**src/rtl/blk_pkg.sv**
```systemverilog
// Shared defaults, scan state encoding and the block-to-pixel shift-add helper
// for the block position scanner.
package blk_pkg;

  localparam int BLK_SIZE_DEF = 24;
  localparam int NUM_BLKS_DEF = 24;
  localparam int H_TOTAL_DEF  = 800;

  typedef enum logic [1:0] {
    ST_IDLE   = 2'd0,
    ST_ACTIVE = 2'd1,
    ST_OUT    = 2'd2
  } state_t;

  // Column of (block, offset): one shifted copy of the block index per set bit
  // of blk_size, so 24 becomes (b<<4)+(b<<3)+o without a multiplier.
  function automatic logic [9:0] blk_to_pix(input logic [4:0] b,
                                            input logic [4:0] o,
                                            input int unsigned blk_size);
    logic [9:0] acc;
    logic [9:0] bw;
    bw  = {5'b0, b};
    acc = {5'b0, o};
    for (int i = 0; i < 10; i++) begin
      if (blk_size[i]) acc = acc + (bw << i);
    end
    return acc;
  endfunction

endpackage

```
**src/rtl/blk_mod_counter.sv**
```systemverilog
// Modulo-MOD counter with clear, load and carry-out; used for the pixel offset
// within a block and for the row offset within a block row.
module blk_mod_counter #(
  parameter int MOD = 24,
  parameter int W   = 5
) (
  input  logic         clk,
  input  logic         rst_n,
  input  logic         i_clr,
  input  logic         i_load,
  input  logic [W-1:0] i_load_val,
  input  logic         i_inc,
  output logic [W-1:0] o_count,
  output logic [W-1:0] o_next,
  output logic         o_carry
);

  localparam logic [W-1:0] L_LAST = W'(MOD - 1);

  logic [W-1:0] r_count;

  always_comb begin
    o_carry = 1'b0;
    o_next  = r_count;
    if (i_clr) begin
      o_next = '0;
    end else if (i_load) begin
      o_next = i_load_val;
    end else if (i_inc) begin
      if (r_count == L_LAST) begin
        o_next  = '0;
        o_carry = 1'b1;
      end else begin
        o_next = r_count + W'(1);
      end
    end
  end

  always_ff @(posedge clk or negedge rst_n) begin
    if (!rst_n) r_count <= '0;
    else        r_count <= o_next;
  end

  assign o_count = r_count;

endmodule

```
**src/rtl/blkpos_scanner.sv**
```systemverilog
// Tracks pixel column, block index and in-block offset along a video line, with seek.
// Define BLKSCAN_VERT_EN to add row tracking (vblkid/voffset); otherwise they are 0.
module blkpos_scanner
  import blk_pkg::*;
#(
  parameter int BLK_SIZE = BLK_SIZE_DEF,
  parameter int NUM_BLKS = NUM_BLKS_DEF,
  parameter int H_TOTAL  = H_TOTAL_DEF
) (
  input  logic       clk,
  input  logic       rst_n,
  input  logic       pix_en,
  input  logic       line_start,
  input  logic       frame_start,
  input  logic       load_valid,
  output logic       load_ready,
  input  logic [4:0] blkid_in,
  input  logic [4:0] offset_in,
  output logic [9:0] pposition,
  output logic [4:0] blkid,
  output logic [4:0] offset,
  output logic       in_field,
  output logic       blk_first,
  output logic       blk_last,
  output logic       load_err,
  output logic [4:0] vblkid,
  output logic [4:0] voffset
);

  localparam logic [4:0] L_OFF_LAST  = 5'(BLK_SIZE - 1);
  localparam logic [4:0] L_NUM_BLKS  = 5'(NUM_BLKS);
  localparam logic [4:0] L_BLK_LAST  = 5'(NUM_BLKS - 1);
  localparam logic [5:0] L_BLK_SIZE6 = 6'(BLK_SIZE);
  localparam logic [5:0] L_NUM_BLKS6 = 6'(NUM_BLKS);
  localparam logic [9:0] L_H_TOTAL   = 10'(H_TOTAL);
  localparam logic [9:0] L_FIELD_END = 10'(NUM_BLKS * BLK_SIZE);

  state_t     r_state, w_state_next;
  logic [9:0] r_pposition, w_pp_next, w_pp_inc;
  logic [4:0] r_blkid, w_blkid_next;
  logic       r_in_field, r_blk_first, r_blk_last, r_load_err;
  logic       w_seek, w_seek_bad, w_seek_oob, w_seek_ok;
  logic       w_step, w_hwrap;
  logic       w_off_clr, w_off_inc, w_off_carry;
  logic [4:0] w_off_next;
  logic       w_in_field_next;

  assign load_ready = ~line_start;

  assign w_seek     = load_valid & load_ready;
  assign w_seek_bad = w_seek & ({1'b0, offset_in} >= L_BLK_SIZE6);
  assign w_seek_oob = w_seek & ~w_seek_bad & ({1'b0, blkid_in} >= L_NUM_BLKS6);
  assign w_seek_ok  = w_seek & ~w_seek_bad & ~w_seek_oob;

  // Any seek, even a rejected one, swallows a coincident pixel strobe.
  assign w_step   = pix_en & ~line_start & ~w_seek & (r_state != ST_IDLE);
  assign w_pp_inc = r_pposition + 10'd1;
  assign w_hwrap  = w_step & (w_pp_inc == L_H_TOTAL);

  assign w_off_clr = line_start | w_seek_oob | w_hwrap | (w_step & (r_state == ST_OUT));
  assign w_off_inc = w_step & (r_state == ST_ACTIVE);

  blk_mod_counter #(.MOD(BLK_SIZE), .W(5)) u_hcnt (
    .clk       (clk),
    .rst_n     (rst_n),
    .i_clr     (w_off_clr),
    .i_load    (w_seek_ok),
    .i_load_val(offset_in),
    .i_inc     (w_off_inc),
    .o_count   (offset),
    .o_next    (w_off_next),
    .o_carry   (w_off_carry)
  );

  always_ff @(posedge clk or negedge rst_n) begin
    if (!rst_n) r_state <= ST_IDLE;
    else        r_state <= w_state_next;
  end

  always_comb begin
    w_state_next = r_state;
    w_pp_next    = r_pposition;
    w_blkid_next = r_blkid;
    if (line_start) begin
      w_state_next = ST_ACTIVE;
      w_pp_next    = '0;
      w_blkid_next = '0;
    end else if (w_seek_ok) begin
      w_state_next = ST_ACTIVE;
      w_pp_next    = blk_to_pix(blkid_in, offset_in, BLK_SIZE);
      w_blkid_next = blkid_in;
    end else if (w_seek_oob) begin
      w_state_next = ST_OUT;
      w_pp_next    = L_FIELD_END;
      w_blkid_next = L_NUM_BLKS;
    end else if (w_hwrap) begin
      w_state_next = ST_ACTIVE;
      w_pp_next    = '0;
      w_blkid_next = '0;
    end else if (w_step) begin
      w_pp_next = w_pp_inc;
      if (r_state == ST_ACTIVE && w_off_carry) begin
        w_blkid_next = r_blkid + 5'd1;
        if (r_blkid == L_BLK_LAST) w_state_next = ST_OUT;
      end
    end
  end

  assign w_in_field_next = ({1'b0, w_blkid_next} < L_NUM_BLKS6);

  always_ff @(posedge clk or negedge rst_n) begin
    if (!rst_n) begin
      r_pposition <= '0;
      r_blkid     <= '0;
      r_in_field  <= 1'b0;
      r_blk_first <= 1'b0;
      r_blk_last  <= 1'b0;
      r_load_err  <= 1'b0;
    end else begin
      r_pposition <= w_pp_next;
      r_blkid     <= w_blkid_next;
      r_in_field  <= w_in_field_next;
      r_blk_first <= w_in_field_next & (w_off_next == 5'd0);
      r_blk_last  <= w_in_field_next & (w_off_next == L_OFF_LAST);
      r_load_err  <= w_seek_bad;
    end
  end

  assign pposition = r_pposition;
  assign blkid     = r_blkid;
  assign in_field  = r_in_field;
  assign blk_first = r_blk_first;
  assign blk_last  = r_blk_last;
  assign load_err  = r_load_err;

`ifdef BLKSCAN_VERT_EN
  logic       w_vcarry;
  logic [4:0] w_voff_next_unused;
  logic [4:0] r_vblkid;

  blk_mod_counter #(.MOD(BLK_SIZE), .W(5)) u_vcnt (
    .clk       (clk),
    .rst_n     (rst_n),
    .i_clr     (frame_start),
    .i_load    (1'b0),
    .i_load_val(5'd0),
    .i_inc     (line_start),
    .o_count   (voffset),
    .o_next    (w_voff_next_unused),
    .o_carry   (w_vcarry)
  );

  always_ff @(posedge clk or negedge rst_n) begin
    if (!rst_n)                                r_vblkid <= '0;
    else if (frame_start)                      r_vblkid <= '0;
    else if (w_vcarry && r_vblkid != L_NUM_BLKS) r_vblkid <= r_vblkid + 5'd1;
  end

  assign vblkid = r_vblkid;
`else
  logic w_frame_unused;
  assign w_frame_unused = frame_start;
  assign vblkid         = '0;
  assign voffset        = '0;
`endif

endmodule

```
**config.mk**
```make
export PLATFORM = sky130hd
export DESIGN_NAME = blkpos_scanner
export DESIGN_NICKNAME = d
export VERILOG_FILES = /design/src/rtl/blk_pkg.sv /design/src/rtl/blk_mod_counter.sv /design/src/rtl/blkpos_scanner.sv
export SDC_FILE = /design/constraint.sdc
export NUM_CORES = 1
export LEC_CHECK = 0
export BUFFER_PORTS_ARGS = -buffer_cell sky130_fd_sc_hd__buf_2
export CAP_MARGIN = 20
export CORE_MARGIN = 2
export CORE_UTILIZATION = 54
export CTS_CLUSTER_DIAMETER = 60
export DETAILED_ROUTE_END_ITERATION = 12
export HOLD_SLACK_MARGIN = 0.03
export MAX_ROUTING_LAYER = met4
export PLACE_DENSITY = 0.78
export SYNTH_ARGS = -nofsm -noshare
export SYNTH_HDL_FRONTEND = slang
export SYNTH_SLANG_ARGS = --single-unit
```
**constraint.sdc**
```tcl
create_clock -name clk -period 2.82 [get_ports clk]
set_clock_uncertainty 0.05 [all_clocks]
set_input_delay 0.423 -clock clk [delete_from_list [all_inputs] [get_ports clk]]
set_output_delay 0.423 -clock clk [all_outputs]
set_load 0.005 [all_outputs]
```
==> impl_metrics.py <==
metrics = {
    "floorplan": {
        "rows": 22,
        "initial_utilization_pct": 56.3,
        "die_w_um": 66,
        "die_height_um": 66,
        "dieArea_um2": 4360,
        "boundaryPins": 51,
        "core_um2": 3690,
    },
    "critical_path": {
        "crit_fanout": 12,
        "rr_startpoint": "pposition[0]$_DFFE_PN0P_",
        "ff2ff_setup_slack_ns": 0.23,
        "endpoint": "u_hcnt.o_count[3]$_DFF_PN0_",
        "cp.arrival_ns": 2.71,
        "crit_start": "pposition[0]$_DFFE_PN0P_",
        "reg2reg_to": "u_hcnt.o_count[3]$_DFF_PN0_",
        "crit_path_start_kind": "flop",
        "r2r_cells": 6,
        "worstPathRequired_ns": 2.94,
        "path_class": "reg2reg",
        "worst_setup_path_end_kind": "flop",
    },
    "run": {
        "maxCapViolCount": 0,
    },
    "clock_tree": {
        "clk_pin_slew_ns": 0.09,
        "post_cts_buffers": 0,
        "cts_root_buf": "clkbuf_8",
        "clk_path_buf_depth": 2,
        "cts_tree": "done",
        "ctsHoldBuffers": 0,
        "clkSinkCount": 26,
        "clock_latency_ns": 0.27,
        "cts.htree.levels": 1,
        "numCtsBuffers": 3,
    },
    "drt": {
        "wl_met1_um": 2330,
        "vias_per_cell": 5.91,
        "num_vias": 1986,
        "drt_first_pass_iters": 4,
        "topRoutingLayerUsed": "met4",
        "drt-total-wl_um": 4990,
        "wl_met2_um": 2300,
        "wl_met3_um": 281,
        "antenna_left": 0,
        "drt_iter0_drc": 160,
        "wire_per_inst_um": 14.8,
        "drc_errors": 0,
    },
    "power": {
        "seqPwrFrac_pct": 49.5,
        "p_comb_share_pct": 25.9,
        "switching_power_uw": 278,
        "power_density_nw_per_um2": 368,
        "sw_frac_of_total_pct": 32.0,
        "p_int_uw": 590,
        "leakagePower_uw": 0.00111,
        "power_uw": 868,
        "vdd.ir_drop.worst_mv": 0.146,
        "power_frac_clock_pct": 24.6,
    },
    "timing": {
        "slew_headroom_pct": 61.7,
        "setup_violations": 0,
        "tightest_slew_ns": 0.575,
        "min_period_ns": 2.59,
        "fin_hold_ws_ns": 0.0872,
        "finalSetupTns_ns": 0,
        "fmax_ghz": 0.386,
        "rsz0062_at_grt": "no",
        "drv_slew": 0,
        "period_share_pct": 91.8,
        "hold_viol": 0,
    },
    "synthesis": {
        "synth_edf_count": 0,
        "syn_area_per_cell_um2": 8.44,
        "synth_cell_type_count": 49,
        "syn_area_um2": 2080,
        "yosysSeqAreaShare_pct": 31.3,
        "synth_compound_area_share_pct": 19.2,
        "synthSimpleGateAreaFrac_pct": 26.9,
        "synth_top_family_by_area": "simple AND/OR/NAND/NOR gates",
        "ys_ff_latch": 26,
        "muxShareOfSynthArea_pct": 2.53,
        "synthArstFlopShare_pct": 100,
        "yosys_warnings": 0,
        "synth_cells": 246,
        "synth_top_flop_cell": "dfrtp_1",
        "synthAdderAreaFrac_pct": 8.56,
        "synthXorXnorAreaFrac_pct": 5.06,
    },
    "place": {
        "port_buffers": 39,
        "dp.final_hpwl_um": 3840,
        "globalplace.congestion": 0.922,
        "dp_cells": 333,
    },
    "global_route": {
        "grt_pass1_wl_um": 8050,
        "grt_max_degree": 27,
        "grt_overflow": 0,
        "antenna_found_initial": 0,
        "grt_usage_pct": 24.4,
        "grt_pass1_vias": 1738,
    },
    "hold_path": {
        "hold_class": "in2async",
    },
    "cells_and_area": {
        "syn_to_final_growth_pct": 13.7,
        "drive_gt1_share_pct": 19.4,
        "multi_input_area_um2": 1330,
        "final_common_cell": "buf_2",
        "antenna_cells": 0,
        "fill_cells": 332,
        "seq_area_um2": 651,
        "fin_cells": 336,
        "fin_nets": 319,
        "final_cell_mix": "buf_2, dfrtp_1, nor2_1",
    },
    "run_status": {
        "status": "completed",
    },
}
==> final cells by class <==
cell class	count	area share, %
well taps	48	2.55
repair buffers	45	10.2
inverters	9	1.43
flip-flops and latches	26	27.6
multi-input cells	205	56.5
clock buffers	3	1.75
==> cells by family (layout without fill, tap and decap cells) <==
family	count (synthesis)	in the layout
AOI/OAI and AO/OA	61	61
adders and majority gates	13	13
muxes	5	5
and+or+nand+nor	104	104
DFF	26	26
other	1	10
buffers and inverters	24	57
xor gates and xnor gates	12	12
==> power by group through the flow <==
stage	sequential (µW)	combinational (µW)	clock, µW
after detailed placement	437	222	0
after CTS	429	223	217
after floorplan	432	148	0
after global placement	436	219	0
final	430	225	213
after global routing	435	254	233
==> stage by stage <==
step	cell area [µm²]	setup slack (ns)	utilization, %
floorplan	2110	0.300	-
global placement	2310	0.0867	62.7
detailed placement	2310	0.0584	62.7
CTS	2350	0.137	63.8
global route	2360	0.116	64.0
finish	2360	0.231	64.0
==> Yosys cell counts (2+ instances only) <==
cell,instances,share of area [%]
nor3b_1,2,0.72
nand3b_1,2,0.72
nor2b_1,4,1.2
a21oi_1,7,1.7
clkbuf_1,3,0.54
buf_2,2,0.48
mux2_2,2,1.1
a221o_1,3,1.4
a32o_1,2,0.96
xor2_1,3,1.3
and4_1,2,0.84
ha_1,11,6.6
o31ai_1,2,0.72
nand2_1,19,3.4
nor4_1,5,1.5
a211oi_1,2,0.72
dfrtp_1,26,31
inv_1,9,1.6
nor2_1,24,4.3
xnor2_1,9,3.8
nand4_1,4,1.2
mux2i_1,3,1.4
nand4b_1,3,1.3
buf_4,10,3.6
a31oi_1,6,1.8
or4b_2,2,0.96
fa_1,2,1.9
a22oi_1,5,1.8
a21o_1,4,1.4
or4_1,3,1.1
nand3_1,15,3.6
and2_1,7,2.1
nand2b_1,3,0.90
o21ai_0,22,5.3
nor3_1,4,0.96
==> sequential cells by signal, indices dropped and copies added (netlist names) <==
register and cells:
pposition 10, load_err 1, blkid 5, blk_last 1
r_state 2, blk_first 1, in_field 1, u_hcnt.o_count 5
==> critical path: stages, from the launching register on <==
cell     delay [ns]
dfrtp_1        0.53
nand4_1        0.22
or4b_2         0.66
a22oi_1        0.27
nand3_2        0.31
nor3b_1        0.28
and2_1         0.17
==> worst min-delay path by stage <==
stage,cells past startpoint,start,slack (ns),end
5_1_grt,1,rst_n,0.14,u_hcnt.o_count[3]$_DFF_PN0_
3_5_place_dp,1,rst_n,0.41,u_hcnt.o_count[2]$_DFF_PN0_
2_1_floorplan,0,rst_n,0.08,blk_first$_DFF_PN0_
3_3_place_gp,1,rst_n,0.40,u_hcnt.o_count[2]$_DFF_PN0_
4_1_cts,1,rst_n,0.11,u_hcnt.o_count[2]$_DFF_PN0_
6_report,1,rst_n,0.09,u_hcnt.o_count[2]$_DFF_PN0_
==> repair_timing <==
item                                    in CTS  in global routing
endpoints found under the hold margin        0                  0
endpoints found under the setup margin       0                  6
gates resized for setup                      0                  1
==> layer usage <==
metal,global-route usage (%),vias up
met2,37.9,64
met5,-,-
met3,3.07,7
met4,7.14,0
li1,-,974
met1,33.7,941
Power figures use the tool's default switching activity.
